File: src/rtl/pipe_ctrl_pkg.sv
// Shared types for the ce-gated pipeline controller: FSM state encoding.
package pipe_ctrl_pkg;

   typedef enum logic [1:0] {
      IDLE  = 2'd0,
      RUN   = 2'd1,
      FLUSH = 2'd2
   } state_t;

endpackage : pipe_ctrl_pkg

File: src/rtl/pipe_ce_ctrl_if.sv
// Valid/ready handshake bundle for the delay chain: upstream word in, last-stage word out.
interface pipe_ce_ctrl_if;

   logic in_valid;
   logic in_ready;
   logic out_valid;
   logic out_ready;

   // master = the environment around the chain (source and sink)
   modport master (
      output in_valid,
      output out_ready,
      input  in_ready,
      input  out_valid
   );

   modport slave (
      input  in_valid,
      input  out_ready,
      output in_ready,
      output out_valid
   );

endinterface : pipe_ce_ctrl_if

File: src/rtl/pipe_vld_track.sv
// Valid-bit shadow of the DEPTH-stage delay chain plus a saturating occupancy counter.
module pipe_vld_track #(
   parameter int DEPTH = 4,
   parameter int CNT_W = $clog2(DEPTH + 1)
) (
   input  logic             clk,
   input  logic             rst_n,
   input  logic             ce,
   input  logic             clear,
   input  logic             accept,
   input  logic             out_hs,
   output logic             vld_last,
   output logic [CNT_W-1:0] occ
);

   localparam logic [CNT_W-1:0] OCC_MAX = CNT_W'(DEPTH);

   logic [DEPTH-1:0] vld;

   // NOTE: sequential state uses non-blocking assignments so every flop samples pre-edge values.
   always_ff @(posedge clk) begin
      if (!rst_n || clear) begin
         vld <= '0;
         occ <= '0;
      end else begin
         if (ce) begin
            vld <= {vld[DEPTH-2:0], accept};
         end
         if (accept && !out_hs && occ != OCC_MAX) begin
            occ <= occ + 1'b1;
         end else if (out_hs && !accept && occ != '0) begin
            occ <= occ - 1'b1;
         end
      end
   end

   assign vld_last = vld[DEPTH-1];

endmodule : pipe_vld_track

File: src/rtl/pipe_ce_ctrl.sv
// Clock-enable / handshake controller for a DEPTH-stage delay chain with flush.
// Optional stall statistics output enabled by defining PIPE_CE_CTRL_STATS_EN.
module pipe_ce_ctrl
   import pipe_ctrl_pkg::*;
#(
   parameter int DEPTH = 4,
   parameter int CNT_W = $clog2(DEPTH + 1)
) (
   input  logic             clk,
   input  logic             rst_n,
   pipe_ce_ctrl_if.slave    bus,
   input  logic             flush,
   output logic             ce,
   output logic [CNT_W-1:0] occupancy,
   output logic             busy
`ifdef PIPE_CE_CTRL_STATS_EN
   ,
   output logic [31:0]      stall_cnt
`endif
);

   localparam int             FC_W    = $clog2(DEPTH);
   localparam logic [FC_W-1:0] FC_LAST = FC_W'(DEPTH - 1);

   state_t           state_q, state_d;
   logic [FC_W-1:0]  fcnt_q, fcnt_d;
   logic             vld_last;
   logic [CNT_W-1:0] occ_raw;
   logic             in_flush;
   logic             accept;
   logic             out_hs;
   logic             clear;

   assign in_flush = (state_q == FLUSH);

   // Outputs are forced to their reset values while rst_n is low, not just after the edge.
   assign ce            = rst_n & (in_flush | bus.out_ready | ~vld_last);
   assign bus.in_ready  = ce & ~flush & ~in_flush;
   assign bus.out_valid = rst_n & vld_last & ~in_flush;
   assign busy          = rst_n & (state_q != IDLE);
   assign occupancy     = rst_n ? occ_raw : '0;

   assign accept = bus.in_valid & bus.in_ready;
   assign out_hs = bus.out_valid & bus.out_ready;
   assign clear  = rst_n & flush & ~in_flush;

   pipe_vld_track #(
      .DEPTH (DEPTH),
      .CNT_W (CNT_W)
   ) u_vld_track (
      .clk      (clk),
      .rst_n    (rst_n),
      .ce       (ce),
      .clear    (clear),
      .accept   (accept),
      .out_hs   (out_hs),
      .vld_last (vld_last),
      .occ      (occ_raw)
   );

   always_ff @(posedge clk) begin
      if (!rst_n) begin
         state_q <= IDLE;
         fcnt_q  <= '0;
      end else begin
         state_q <= state_d;
         fcnt_q  <= fcnt_d;
      end
   end

   // NOTE: defaults first so no path through the case leaves a variable unassigned (no latches).
   always_comb begin
      state_d = state_q;
      fcnt_d  = fcnt_q;
      unique case (state_q)
         IDLE: begin
            if (flush) begin
               state_d = FLUSH;
               fcnt_d  = FC_LAST;
            end else if (accept) begin
               state_d = RUN;
            end
         end
         RUN: begin
            if (flush) begin
               state_d = FLUSH;
               fcnt_d  = FC_LAST;
            end else if (occ_raw == CNT_W'(1) && out_hs && !accept) begin
               state_d = IDLE;
            end
         end
         FLUSH: begin
            // flush requests are ignored here; the countdown always runs to completion
            if (fcnt_q == '0) begin
               state_d = IDLE;
            end else begin
               fcnt_d = fcnt_q - 1'b1;
            end
         end
         default: begin
            state_d = IDLE;
            fcnt_d  = '0;
         end
      endcase
   end

`ifdef PIPE_CE_CTRL_STATS_EN
   always_ff @(posedge clk) begin
      if (!rst_n) begin
         stall_cnt <= '0;
      end else if (bus.out_valid && !bus.out_ready && stall_cnt != '1) begin
         stall_cnt <= stall_cnt + 32'd1;
      end
   end
`else
   // Stall statistics are compiled out in this build.
`endif

endmodule : pipe_ce_ctrl

File: src/flat_wrapper.sv
// flat-port wrapper written by rule: the top's interface ports become plain ports
module pipe_ce_ctrl_flat import pipe_ctrl_pkg::*;
#(
   parameter int DEPTH = 4,
   parameter int CNT_W = $clog2(DEPTH + 1)
)
  (clk, rst_n, flush, ce, occupancy, busy, bus_in_valid, bus_out_ready, bus_in_ready, bus_out_valid);
  pipe_ce_ctrl_if bus_i ();
  input  logic clk;
  input  logic rst_n;
  input  logic flush;
  output logic ce;
  output logic [CNT_W-1:0] occupancy;
  output logic busy;
  input wire logic [$bits(bus_i.in_valid)-1:0] bus_in_valid;
  input wire logic [$bits(bus_i.out_ready)-1:0] bus_out_ready;
  output wire logic [$bits(bus_i.in_ready)-1:0] bus_in_ready;
  output wire logic [$bits(bus_i.out_valid)-1:0] bus_out_valid;
  assign bus_i.in_valid = bus_in_valid;
  assign bus_i.out_ready = bus_out_ready;
  assign bus_in_ready = bus_i.in_ready;
  assign bus_out_valid = bus_i.out_valid;
  pipe_ce_ctrl #(.DEPTH(DEPTH), .CNT_W(CNT_W)) u_core (.clk(clk), .rst_n(rst_n), .bus(bus_i), .flush(flush), .ce(ce), .occupancy(occupancy), .busy(busy));
endmodule
File: config.mk
export PLATFORM = sky130hd
export DESIGN_NAME = pipe_ce_ctrl_flat
export DESIGN_NICKNAME = d
export VERILOG_FILES = /design/src/rtl/pipe_ctrl_pkg.sv /design/src/rtl/pipe_ce_ctrl_if.sv /design/src/rtl/pipe_vld_track.sv /design/src/rtl/pipe_ce_ctrl.sv /design/src/flat_wrapper.sv
export SDC_FILE = /design/constraint.sdc
export NUM_CORES = 1
export LEC_CHECK = 0
export CAP_MARGIN = 10
export CORE_MARGIN = 3
export CORE_UTILIZATION = 45
export CTS_CLUSTER_SIZE = 30
export DETAILED_ROUTE_END_ITERATION = 8
export PLACE_DENSITY = 0.8
export SYNTH_ARGS = -nofsm -noshare
export SYNTH_HDL_FRONTEND = slang
export SYNTH_SLANG_ARGS = --single-unit
File: constraint.sdc
create_clock -name clk -period 1.7 [get_ports clk]
set_clock_uncertainty 0.15 [all_clocks]
set_input_delay 0.255 -clock clk [delete_from_list [all_inputs] [get_ports clk]]
set_output_delay 0.255 -clock clk [all_outputs]
set_load 0.01 [all_outputs]
==> summary.txt <==
Post-synthesis mux area share: 0.0289
Fill count: 120
DR vias/cell: 5.38
Mapped Cells: 78
Total I/O pin count: 12
Slew headroom: 0.768
Synth unique cells: 28
Die footprint: 0.00204 mm2
H-tree levels: 1
Max_cap viols: 0
Seq/Total Area, Yosys: 0.318
Tot GR Track Use: 0.174
Vias: 656
Inst Count DP: 116
Area share of fa/ha/maj cells after synthesis: 0.0904
Critical path type: flip-flop to output pin
Synthesized area per cell: 8.87 um2
Largest net degree at the start of global routing: 8
Worst skew pair latency: 0.28 ns
Most common cell after layout, fill and taps aside: buf_4
# DRC: 0
Asr flop ratio synth: 0
Initial antenna violation count: 0
Largest family of logic cells by synthesized area: simple AND/OR/NAND/NOR gates
Worst Hold Path Cells: 2
Pre-CTS setup slack: -0.403 ns
Clock Sinks: 11
Fin crit period: 1.62 ns
Setup TNS: 0 ns
Antenna viol nets, final: 0
Drt pass-1 iters: 4
Core area: 0.00137 mm2
Type of origin of the critical path: flip-flop
N_diodes: 0
Gpl congestion: 0.765
GRT Residual Overflow: 0
Arr. time, crit path: 1.21 ns
Vias in the first global route: 602
Cell Pwr Density: 615 mW/mm2
I/O Buffers: 11
Area delta synth->final: 39.8%
Final setup viols: 0
Dpl hpwl: 1.17 mm
Max Fanout on Critical Path: 6
Die height: 45.2 um
Final setup margin: 0.0820 ns
Drt wl/cell: 12.8 um
Root Buffer Master: clkbuf_4
Compound-cell area share of the yosys netlist: 0.231
Die Wd: 45.2 um
Warnings, synthesis: 0
HP Class: flip-flop to flip-flop
Global-route wire length before repair: 2.55 mm
Leak: 0.455 nW
Hold Buf Count CTS: 0
Max IR drop VDD: 0.437 mV
Commonest register cell after synthesis: dfxtp_1
CTS tree: done
Final Cycle Share: 0.952
Fin Hold WS: 0.334 ns
CTS clk-pin slew, worst paths: 0.08 ns
Syn nets: 88
Max Transition Viols Final: 0
RSZ-0062 raised after global routing: false
CP required: 1.29 ns
Max Freq: 618 MHz
Share of cells above drive strength 1: 0.336
Post-synthesis xor/xnor area fraction: 0
Status: complete, no violations
Final nets: 118
Row Count: 13
Post-synth EDFFs: 0
Layout Cells excl Fill: 122
Worst Tran Pin Value: 0.349 ns
Mapped Area: 692 um2
Post-synthesis register bit count: 11
Drt total wl: 1.56 mm
CTS buffer count: 3
Simple-gate share of the synthesized area: 0.280
Reg2reg path depth: 5
DR iter-0 viols: 23
Starting density of the core: 0.506
Most frequent cells in the layout: 14 x buf_4, 9 x dfxtp_1, 8 x inv_1
Clock tree buffer depth: 2
Final hold vios: 0
Worst Setup End Kind: output pin
power by group:
| part | total [W] | internal, W | switching, W |
|---|---|---|---|
| Sequential | 0.000271 | 0.000266 | 0.00000540 |
| Combinational | 0.000139 | 0.0000709 | 0.0000679 |
| Clock | 0.000185 | 0.0000910 | 0.0000943 |
| Total | 0.000595 | 0.000428 | 0.000168 |
repair_timing:
item | CTS | global route
resized for setup | 29 | 2
setup endpoints to repair | 7 | 2
pin swaps | 0 | 1
setup buffers | 2 | 0
routing by layer:
layer	global-route usage	routed length, um	up-vias
met2	0.291	776	17
li1	-	-	329
met1	0.214	687	307
met5	0	0	-
met3	0.0478	79	3
met4	0.0526	19	0
layout make-up:
type	instances	area (um2)	area share
clock buffers	4	26.3	0.0272
inverters	8	30.0	0.0310
multi-input cells	58	463	0.479
flip-flops and latches	11	225	0.233
well taps	15	18.8	0.0194
repair buffers	26	204	0.211
synthesized netlist by cell type (2+ instances only):
library cell  number  area share
mux2i_1            2       0.029
o21a_1             2       0.022
nor2_1             7       0.038
ha_1               5       0.090
nand2b_1           6       0.054
o21ai_0            2       0.014
o221a_2            3       0.049
and2_1             3       0.027
a21oi_1            4       0.029
nand2_1            8       0.043
a31oi_1            2       0.018
dfxtp_1           11        0.32
inv_1              8       0.043
worst paths after layout:
| path | slack (ns) | start | end |
|---|---|---|---|
| setup / recovery | 0.08 | u_core.state_q[0] | busy |
| hold / removal | 0.33 | u_core.u_vld_track.vld[2] | u_core.u_vld_track.vld[3] |
| setup reg to reg | 0.08 | u_core.u_vld_track.occ[1] | u_core.u_vld_track.occ[1] |
| hold reg to reg | 0.33 | u_core.u_vld_track.vld[2] | u_core.u_vld_track.vld[3] |
kinds of logic (layout without fill, tap and decap cells):
kind of cell             count (synthesis)  in the layout
multiplexers                             2              2
adder cells (fa/ha/maj)                  5              5
AO/OA/AOI/OAI                           19             19
buffers and inverters                    9             38
AND/OR/NAND/NOR                         32             32
flip-flops                              11             11
sequential cells by signal, summed over array words and instances (netlist names):
signal / count
u_core.state_q: 2
u_core.u_vld_track.occ: 3
u_core.fcnt_q: 2
u_core.u_vld_track.vld: 4
stage by stage:
stage / cell area (um2) / utilization / power, W
floorplan: 692 / - / 0.000350
global placement: 913 / 0.668 / 0.000405
detailed placement: 913 / 0.668 / 0.000411
CTS: 965 / 0.706 / 0.000600
global route: 967 / 0.708 / 0.000625
finish: 967 / 0.708 / 0.000595
worst max-delay path, cell delays in order, from the launching register on:
cell and delay, ns:
dfxtp_2 0.34, buf_4 0.15, o21a_1 0.17, dlygate4sd2_1 0.27
Note: power is estimated with default switching activity, not from simulation.
